## src/rtl/aether_cmd_frontend_if.sv

```systemverilog
// aether_cmd_frontend_if: host command, register-read and memory-stream channels of the command front-end
// master = host side, slave = front-end side.
// cmd_i/cmd_valid_i/buffer_full_o        : command push channel with backpressure
// data_o/data_valid_o                    : register read results
// mem_wr_data_o/mem_wr_valid_o           : write-to-memory stream
// mem_rd_data_i/mem_rd_valid_i/mem_rd_ready_o : read-from-memory stream
interface aether_cmd_frontend_if #(parameter int DataWidth = 16);
  logic [DataWidth+7:0] cmd_i;
  logic                 cmd_valid_i;
  logic                 buffer_full_o;
  logic [DataWidth-1:0] data_o;
  logic                 data_valid_o;
  logic [DataWidth-1:0] mem_wr_data_o;
  logic                 mem_wr_valid_o;
  logic [DataWidth-1:0] mem_rd_data_i;
  logic                 mem_rd_valid_i;
  logic                 mem_rd_ready_o;
  modport master (
    output cmd_i, cmd_valid_i, mem_rd_data_i, mem_rd_valid_i,
    input  buffer_full_o, data_o, data_valid_o, mem_wr_data_o, mem_wr_valid_o, mem_rd_ready_o
  );
  modport slave (
    input  cmd_i, cmd_valid_i, mem_rd_data_i, mem_rd_valid_i,
    output buffer_full_o, data_o, data_valid_o, mem_wr_data_o, mem_wr_valid_o, mem_rd_ready_o
  );
endinterface

```

## src/rtl/aether_cmd_frontend.sv

```systemverilog
// aether_cmd_frontend: command FIFO, one-per-cycle decoder, config/interrupt registers and memory stream glue
// clk_i/rst_i      : clock, synchronous active-high reset
// bus              : command, read-data and memory-stream channels (slave side)
// cfg_o            : config registers 1..6, reg1 in LSBs
// status_i         : live status, read at reg 7
// irq_event_i      : per-source interrupt events; interrupt_o = registered |(pending & mask)
// rst_conv_o/rst_weights_o/task_start_o/task_id_o/err_o : one-cycle command pulses
module aether_cmd_frontend #(
  parameter int                   DataWidth = 16,
  parameter int                   FifoDepth = 8,
  parameter int                   IrqCount  = 3,
  parameter logic [DataWidth-1:0] VersionId = 16'h0002
) (
  input  logic                   clk_i,
  input  logic                   rst_i,
  aether_cmd_frontend_if.slave   bus,
  output logic [6*DataWidth-1:0] cfg_o,
  input  logic [DataWidth-1:0]   status_i,
  input  logic [IrqCount-1:0]    irq_event_i,
  output logic                   interrupt_o,
  output logic                   rst_conv_o,
  output logic                   rst_weights_o,
  output logic                   task_start_o,
  output logic [3:0]             task_id_o,
  output logic                   err_o
);
  localparam int CmdWidth = DataWidth + 8;
  localparam int PtrW     = $clog2(FifoDepth);
  localparam int CntW     = PtrW + 1;
  logic [CmdWidth-1:0]  r_fifo [FifoDepth];
  logic [PtrW-1:0]      r_wptr, r_rptr;
  logic [CntW-1:0]      r_count, w_count_nxt;
  logic                 r_full;
  logic [DataWidth-1:0] r_cfg [1:6];
  logic [IrqCount-1:0]  r_mask, r_pending;
  logic [DataWidth-1:0] r_data, r_mem_wr_data;
  logic                 r_data_valid, r_err, r_rst_conv, r_rst_weights, r_task_start, r_mem_wr_valid, r_irq;
  logic [3:0]           r_task_id;
  logic [CmdWidth-1:0]  w_head;
  logic [3:0]           w_op, w_sub;
  logic [DataWidth-1:0] w_pay, w_rd_data;
  logic                 w_push, w_pop, w_is_rd15;
  logic                 w_rd, w_err, w_rc, w_rw, w_clr, w_cfg_we, w_mask_we, w_mem_we, w_task, w_pend_clr;
  assign w_head      = r_fifo[r_rptr];
  assign w_op        = w_head[CmdWidth-1 -: 4];
  assign w_sub       = w_head[CmdWidth-5 -: 4];
  assign w_pay       = w_head[DataWidth-1:0];
  assign w_is_rd15   = w_op == 4'd3 && w_sub == 4'd15;
  // A stream read at the head blocks the whole queue until the stream has data.
  assign w_pop       = !rst_i && r_count != '0 && !(w_is_rd15 && !bus.mem_rd_valid_i);
  assign w_push      = bus.cmd_valid_i && !r_full;
  assign w_count_nxt = r_count + CntW'(w_push) - CntW'(w_pop);
  always_comb begin
    w_rd       = 1'b0;
    w_rd_data  = '0;
    w_err      = 1'b0;
    w_rc       = 1'b0;
    w_rw       = 1'b0;
    w_clr      = 1'b0;
    w_cfg_we   = 1'b0;
    w_mask_we  = 1'b0;
    w_mem_we   = 1'b0;
    w_task     = 1'b0;
    w_pend_clr = 1'b0;
    if (w_pop)
      case (w_op)
        4'd0: begin
          w_rc  = w_sub == 4'd0 || w_sub == 4'd1;
          w_rw  = w_sub == 4'd0 || w_sub == 4'd2;
          w_clr = w_sub == 4'd0;
          w_err = w_sub > 4'd2;
        end
        4'd1: ;
        4'd2: begin
          w_cfg_we  = w_sub >= 4'd1 && w_sub <= 4'd6;
          w_mask_we = w_sub == 4'd8;
          w_mem_we  = w_sub == 4'd14;
          w_err     = w_sub == 4'd0 || w_sub == 4'd7 || w_sub == 4'd15;
        end
        4'd3: begin
          w_rd       = 1'b1;
          w_pend_clr = w_sub == 4'd8;
          w_err      = w_sub == 4'd14;
          w_rd_data  = w_sub == 4'd0  ? VersionId :
                       w_sub <= 4'd6  ? r_cfg[w_sub[2:0]] :
                       w_sub == 4'd7  ? status_i :
                       w_sub == 4'd8  ? DataWidth'(r_pending) :
                       w_sub == 4'd15 ? bus.mem_rd_data_i : '0;
        end
        4'd4: w_task = 1'b1;
        default: w_err = 1'b1;
      endcase
  end
  always_ff @(posedge clk_i)
    if (w_push) r_fifo[r_wptr] <= bus.cmd_i;
  always_ff @(posedge clk_i) begin
    if (rst_i) begin
      r_wptr         <= '0;
      r_rptr         <= '0;
      r_count        <= '0;
      r_full         <= 1'b0;
      for (int k = 1; k <= 6; k++) r_cfg[k] <= '0;
      r_mask         <= '0;
      r_pending      <= '0;
      r_data         <= '0;
      r_data_valid   <= 1'b0;
      r_err          <= 1'b0;
      r_rst_conv     <= 1'b0;
      r_rst_weights  <= 1'b0;
      r_task_start   <= 1'b0;
      r_task_id      <= '0;
      r_mem_wr_data  <= '0;
      r_mem_wr_valid <= 1'b0;
      r_irq          <= 1'b0;
    end else begin
      if (w_push) r_wptr <= r_wptr + PtrW'(1);
      if (w_pop) r_rptr <= r_rptr + PtrW'(1);
      r_count        <= w_count_nxt;
      r_full         <= w_count_nxt == CntW'(FifoDepth);
      if (w_clr) for (int k = 1; k <= 6; k++) r_cfg[k] <= '0;
      else if (w_cfg_we) r_cfg[w_sub[2:0]] <= w_pay;
      r_mask         <= w_clr ? '0 : w_mask_we ? w_pay[IrqCount-1:0] : r_mask;
      // Reset-all beats a coincident event; a new event beats clear-on-read.
      r_pending      <= w_clr ? '0 : (w_pend_clr ? '0 : r_pending) | irq_event_i;
      r_irq          <= |(r_pending & r_mask);
      if (w_rd) r_data <= w_rd_data;
      r_data_valid   <= w_rd;
      r_err          <= w_err;
      r_rst_conv     <= w_rc;
      r_rst_weights  <= w_rw;
      r_task_start   <= w_task;
      if (w_task) r_task_id <= w_sub;
      if (w_mem_we) r_mem_wr_data <= w_pay;
      r_mem_wr_valid <= w_mem_we;
    end
  end
  for (genvar i = 0; i < 6; i++) begin : g_cfg
    assign cfg_o[i*DataWidth +: DataWidth] = r_cfg[i+1];
  end
  assign bus.buffer_full_o  = r_full;
  assign bus.data_o         = r_data;
  assign bus.data_valid_o   = r_data_valid;
  assign bus.mem_wr_data_o  = r_mem_wr_data;
  assign bus.mem_wr_valid_o = r_mem_wr_valid;
  assign bus.mem_rd_ready_o = w_pop && w_is_rd15;
  assign interrupt_o        = r_irq;
  assign rst_conv_o         = r_rst_conv;
  assign rst_weights_o      = r_rst_weights;
  assign task_start_o       = r_task_start;
  assign task_id_o          = r_task_id;
  assign err_o              = r_err;
endmodule

```

## src/flat_wrapper.sv

```systemverilog
// flat-port wrapper written by rule: the top's interface ports become plain ports
module aether_cmd_frontend_flat 
#(
  parameter int                   DataWidth = 16,
  parameter int                   FifoDepth = 8,
  parameter int                   IrqCount  = 3,
  parameter logic [DataWidth-1:0] VersionId = 16'h0002
)
  (clk_i, rst_i, cfg_o, status_i, irq_event_i, interrupt_o, rst_conv_o, rst_weights_o, task_start_o, task_id_o, err_o, bus_cmd_i, bus_cmd_valid_i, bus_mem_rd_data_i, bus_mem_rd_valid_i, bus_buffer_full_o, bus_data_o, bus_data_valid_o, bus_mem_wr_data_o, bus_mem_wr_valid_o, bus_mem_rd_ready_o);
  aether_cmd_frontend_if #(.DataWidth(DataWidth)) bus_i ();
  input  logic clk_i;
  input  logic rst_i;
  output logic [6*DataWidth-1:0] cfg_o;
  input  logic [DataWidth-1:0] status_i;
  input  logic [IrqCount-1:0] irq_event_i;
  output logic interrupt_o;
  output logic rst_conv_o;
  output logic rst_weights_o;
  output logic task_start_o;
  output logic [3:0] task_id_o;
  output logic err_o;
  input wire logic [$bits(bus_i.cmd_i)-1:0] bus_cmd_i;
  input wire logic [$bits(bus_i.cmd_valid_i)-1:0] bus_cmd_valid_i;
  input wire logic [$bits(bus_i.mem_rd_data_i)-1:0] bus_mem_rd_data_i;
  input wire logic [$bits(bus_i.mem_rd_valid_i)-1:0] bus_mem_rd_valid_i;
  output wire logic [$bits(bus_i.buffer_full_o)-1:0] bus_buffer_full_o;
  output wire logic [$bits(bus_i.data_o)-1:0] bus_data_o;
  output wire logic [$bits(bus_i.data_valid_o)-1:0] bus_data_valid_o;
  output wire logic [$bits(bus_i.mem_wr_data_o)-1:0] bus_mem_wr_data_o;
  output wire logic [$bits(bus_i.mem_wr_valid_o)-1:0] bus_mem_wr_valid_o;
  output wire logic [$bits(bus_i.mem_rd_ready_o)-1:0] bus_mem_rd_ready_o;
  assign bus_i.cmd_i = bus_cmd_i;
  assign bus_i.cmd_valid_i = bus_cmd_valid_i;
  assign bus_i.mem_rd_data_i = bus_mem_rd_data_i;
  assign bus_i.mem_rd_valid_i = bus_mem_rd_valid_i;
  assign bus_buffer_full_o = bus_i.buffer_full_o;
  assign bus_data_o = bus_i.data_o;
  assign bus_data_valid_o = bus_i.data_valid_o;
  assign bus_mem_wr_data_o = bus_i.mem_wr_data_o;
  assign bus_mem_wr_valid_o = bus_i.mem_wr_valid_o;
  assign bus_mem_rd_ready_o = bus_i.mem_rd_ready_o;
  aether_cmd_frontend #(.DataWidth(DataWidth), .FifoDepth(FifoDepth), .IrqCount(IrqCount), .VersionId(VersionId)) u_core (.clk_i(clk_i), .rst_i(rst_i), .bus(bus_i), .cfg_o(cfg_o), .status_i(status_i), .irq_event_i(irq_event_i), .interrupt_o(interrupt_o), .rst_conv_o(rst_conv_o), .rst_weights_o(rst_weights_o), .task_start_o(task_start_o), .task_id_o(task_id_o), .err_o(err_o));
endmodule
```

## config.mk

```make
export PLATFORM = sky130hd
export DESIGN_NAME = aether_cmd_frontend_flat
export DESIGN_NICKNAME = d
export VERILOG_FILES = /design/src/rtl/aether_cmd_frontend_if.sv /design/src/rtl/aether_cmd_frontend.sv /design/src/flat_wrapper.sv
export SDC_FILE = /design/constraint.sdc
export NUM_CORES = 1
export LEC_CHECK = 0
export ABC_AREA = 1
export CORE_MARGIN = 2
export CORE_UTILIZATION = 56
export DETAILED_ROUTE_END_ITERATION = 8
export HOLD_SLACK_MARGIN = 0.15
export PLACE_DENSITY = 0.81
export SYNTH_ARGS = -nofsm -noshare
export SYNTH_HDL_FRONTEND = slang
export SYNTH_SLANG_ARGS = --single-unit
```

## constraint.sdc

```tcl
create_clock -name clk_i -period 4.8 [get_ports clk_i]
set_clock_uncertainty 0.2 [all_clocks]
set_input_delay 1.44 -clock clk_i [delete_from_list [all_inputs] [get_ports clk_i]]
set_output_delay 1.44 -clock clk_i [all_outputs]
set_load 0.05 [all_outputs]
```

# Word level (Yosys, flattened, before mapping)
# Memory sizes are Yosys's and may differ from the RTL's. A register that Yosys moved wholly into a read port is not among the register bits.
# Cells that the tools add are included.
# word_totals
ff_bits	60
mem_bits_rw	288
input_bits	63
output_inout_bits	141
word_cells	115
memories	2
# memory_table
memory	depth	word_bits	read_ports	rd_clocked_by_memory_dff	write_ports	line_no	rtl
u_core.r_fifo	8	24	1	1	1	aether_cmd_frontend.sv:30	logic [CmdWidth-1:0] r_fifo [FifoDepth];
u_core.r_cfg	6	16	7	0	6	aether_cmd_frontend.sv:34	logic [DataWidth-1:0] r_cfg [1:6];
# classes
addsub	4
n_lt_le_gt_ge	3
eq_ne	11
n_mux	45
bitwise	10
reduce_logical	24
# ops
op	n
$mux 16	14
$mux 1	26
$eq 4x4->1 const B	4
$reduce_or 16->1	1
$eq 4x2->1 const B	3
$mux 3	4
$eq 4x1->1 const B	2
$eq 4x3->1 const B	2
$logic_not 4->1	2
$logic_and 1x1->1	7
$add 3x1->3 const B	2
$or 1x1->1	6
$reduce_or 2->1	3
$reduce_or 3->1	2
$add 4x1->4	1
$ge 4x1->1 const B	1
$gt 4x2->1 const B	1
$le 4x3->1 const B	1
$logic_not 1->1	4
$logic_or 1x1->1	4
$pmux 1 s4	1
$reduce_bool 4->1	1
$sub 4x1->4	1
$and 3x3->3	1
2 further kinds	3

# Logic depth before layout (Yosys ltp)
# depth
word_depth	12
ltp_mapped	24

# Least setup slack after synthesis
# Ideal clock, no wire load.
# synth_path
kind	in2out
startpoint	input rst_i
endpoint	output bus_mem_rd_ready_o
arrival_ns	2.551
setup_slack_ns	0.609
path_stages	6
cell_sequence	clkbuf_1 -> a31oi_1 -> nand3_1 -> inv_1 -> nand2_1 -> inv_1
# synth_between
elab_chain_cells	4
# synth_rtl
item	line_no	rtl
from (decl)	flat_wrapper.sv:12	input logic rst_i;
$logic_not 1->1	aether_cmd_frontend.sv:50	assign w_pop = !rst_i && r_count != '0 && !(w_is_rd15 && !bus.mem_rd_valid_i);
$logic_and 1x1->1 (2 in series)	aether_cmd_frontend.sv:50	
$logic_and 1x1->1	aether_cmd_frontend.sv:145	assign bus.mem_rd_ready_o = w_pop && w_is_rd15;
to (decl)	flat_wrapper.sv:31	output wire logic [$bits(bus_i.mem_rd_ready_o)-1:0] bus_mem_rd_ready_o;
# No other way between the ends.

==> metrics.md <==
| Metric | Value |
|---|---|
| Status | `complete, no violations` |
| Net Sw Power | `4.54 mW` |
| Post-route design area | `20500 um^2` |
| Critical Path Sink Type | `primary output` |
| Post_cts resized | `0` |
| Drt pass-1 iters | `6` |
| Nets | `2054` |
| Largest net degree at the start of global routing | `65` |
| Vias in the first global route | `12800` |
| Via count | `13300` |
| EDFF count, synth | `317` |
| Pins over their slew limit | `0` |
| Port bufs | `203` |
| Data required, critical path | `3.16 ns` |
| Post-route ant nets | `0` |
| Sequential fraction of design power | `36.1%` |
| Hold_ws | `0.265 ns` |
| CP arrival | `2.91 ns` |
| Clock network power share | `24.9%` |
| I/O pins | `204` |
| Antenna cells | `0` |
| Cell area power density | `549 nW/um^2` |
| Num rows | `63` |
| Full die area | `31200 um^2` |
| Fin. Hold Viols | `0` |
| Worst Path Max Fanout | `30` |
| Cell with the largest stage delay on the worst path | `inv_2` |
| Critical path class | `register to primary output` |
| Total power | `11.3 mW` |
| Max VDD drop | `0.354 mV` |
| Overflow after GRT | `0` |
| Crit-path cells | `inv_2 > nand2_1 > nand3_1 > nand3_1 > nand2_1 > nand2_1 > nor2_1 > nand3_1 > nand3_1 > inv_1 > nand2_1 > inv_1 > buf_12` |
| Final setup fails | `0` |
| Dpl cell area | `19400 um^2` |
| Hold Crit Class | `register to register` |
| CTS Hold Bufs | `0` |
| TritonCTS clock tree | `yes` |
| Cell leakage power | `8.52 nW` |
| Seq cells post-synth | `380` |
| CP Launch Type | `register` |
| Crit-path max cell delay | `0.40 ns` |
| Tmin final | `4.55 ns` |
| Max-cap violation count | `0` |
| Die height | `177 um` |
| Via density | `5.56` |
| Initial antenna violation count | `0` |
| Final HPWL DP | `30100 um` |
| Max Clock Freq | `220 MHz` |
| Internal Power | `6.74 mW` |
| P&R area growth vs syn | `23.1%` |
| Unique masters post-synth | `29` |
| Clock buffer depth | `3` |
| H-Tree Depth | `2` |
| Syn Inst Count | `1743` |
| Sw frac | `40.2%` |
| Syn. warnings | `0` |
| Root buffer cell | `clkbuf_16` |
| Setup Fix Bufs, Post-CTS | `0` |
| Mean Syn Cell Area | `9.58 um^2` |
| Slew HR | `43.0%` |
| Iter 0 DRT Violations | `1580` |
| Worst-Skew Late Latency | `0.53 ns` |
| Least-Margin Pin Slew | `0.852 ns` |
| Top FF cell, synth | `edfxtp_1` |
| Seq/Total Area, Yosys | `64.6%` |
| CTS Buf Count | `38` |
| Drt drc | `0` |
| Total Wirelength | `45900 um` |
| Async SR Flop Fraction | `0%` |
| Layout cell share with drive strength beyond 1 | `7.02%` |
| Unrepaired setup endpoints after global routing | `no` |
| Cell total after placement | `2333` |
| Num Clock Sinks | `380` |
| Comb pwr share | `39.0%` |
| Final worst setup slack | `0.254 ns` |
| Util after Layout | `69.7%` |
| WL per Instance | `19.1 um` |
| Tcrit/Tclk final | `94.7%` |
| First-pass GRT wire length | `69400 um` |
| Setup tns final | `0 ns` |
| Synthesized cell area | `16700 um^2` |
| Clock transition at the registers of the reported paths | `0.06 ns` |
| Non-Filler Instances | `2399` |
| Core area | `29500 um^2` |
| GP Congestion | `0.932` |
| Total GRT Usage | `29.3%` |
| Dpl ws | `0.419 ns` |
| Initial Utilization | `56.6%` |
| Die Wd | `177 um` |
sequential cells by signal, indices dropped and copies added (netlist names), 3 cells and up, named ones only:
register,flops
u_core.r_fifo,192
u_core.r_cfg,125
u_core.bus.data_o,16
u_core.bus.mem_wr_data_o,16
u_core.r_count,4
u_core.task_id_o,4
u_core.r_mask,3
u_core.r_pending,3
u_core.r_rptr,3
u_core.r_wptr,3
metal layers:
metal	part of all wire [%]	global-route usage [%]
met1	36	36.4
met2	48	49.2
met3	10	4.55
met4	5.7	16.5
met5	0	0
worst max-delay path: cells and delay by family (launching register included):
kind	cells	cell delay, ns
buffers and inverters	4	0.69
DFF	1	0.32
and+or+nand+nor	9	1.35
area by class of cell:
class	instances	area, um^2
flip-flops and latches	380	10800
fillers	2135	8930
multi-input cells	1096	4880
repair buffers	257	2450
clock buffers	45	1020
inverters	210	788
well taps	390	488
clock inverters	21	146
power by group through the flow:
stage	sequential (mW)	combinational (mW)	clock [mW]
2_1_floorplan	4.33	2.56	0
3_3_place_gp	4.12	4.20	0
3_5_place_dp	4.14	4.30	0
4_1_cts	4.07	4.34	2.83
5_1_grt	4.09	4.79	2.95
6_report	4.07	4.40	2.81
final timing paths:
path | startpoint | to | slack (ns) | cells past startpoint
worst min register to register | u_core.bus.mem_wr_data_o[0]$_SDFFE_PP0P_ | u_core.bus.mem_wr_data_o[0]$_SDFFE_PP0P_ | 0.27 | 2
worst max-delay path | register | bus_mem_rd_ready_o | 0.25 | 13
worst max register to register | register | u_core.r_cfg[3][3]$_SDFFCE_PN0P_ | 0.98 | 9
worst min-delay path | u_core.bus.mem_wr_data_o[0]$_SDFFE_PP0P_ | u_core.bus.mem_wr_data_o[0]$_SDFFE_PP0P_ | 0.27 | 2
cells in the mapped netlist, types with 3 or more instances:
master | number | area (um^2)
a21oi_1 | 46 | 230
buf_1 | 12 | 45.0
buf_2 | 14 | 70.1
buf_4 | 10 | 75.1
clkbuf_1 | 48 | 180
dfxtp_1 | 63 | 1260
edfxtp_1 | 317 | 9520
ha_1 | 7 | 87.6
inv_1 | 208 | 781
nand2_1 | 505 | 1900
nand2_2 | 4 | 25.0
nand3_1 | 99 | 495
nand3_2 | 6 | 60.1
nand3b_1 | 42 | 315
nand4_1 | 3 | 18.8
nor2_1 | 207 | 777
nor2_2 | 3 | 18.8
nor3_1 | 3 | 15.0
o21ai_0 | 104 | 521
o22ai_1 | 32 | 200
cell families (layout without fill, tap and decap cells):
family / count (synthesis) / in the layout / synth area share (%)
adders and majority gates: 8 / 8 / 0.645
other: 1 / 29 / 0.0225
and+or+nand+nor: 874 / 874 / 21.9
xor gates and xnor gates: 2 / 2 / 0.105
buffers and inverters: 295 / 533 / 7.01
DFF: 380 / 380 / 64.6
AOI/OAI and AO/OA: 183 / 183 / 5.74
layout by cell type, fill, tap and decap left out, types with 3 or more instances in the layout:
master / count
nand2_1: 504
edfxtp_1: 317
inv_1: 208
clkdlybuf4s50_1: 202
nor2_1: 199
o21ai_0: 104
nand3_1: 97
dfxtp_1: 62
buf_4: 54
a21oi_1: 46
nand3b_1: 42
clkbuf_16: 39
o22ai_1: 32
conb_1: 29
nor2_2: 11
clkinv_2: 10
nand3_2: 8
ha_1: 7
nand2_2: 5
clkinv_1: 5
clkbuf_1: 4
nor3_1: 3
nand4_1: 3
(Power assumes the default switching activity.)
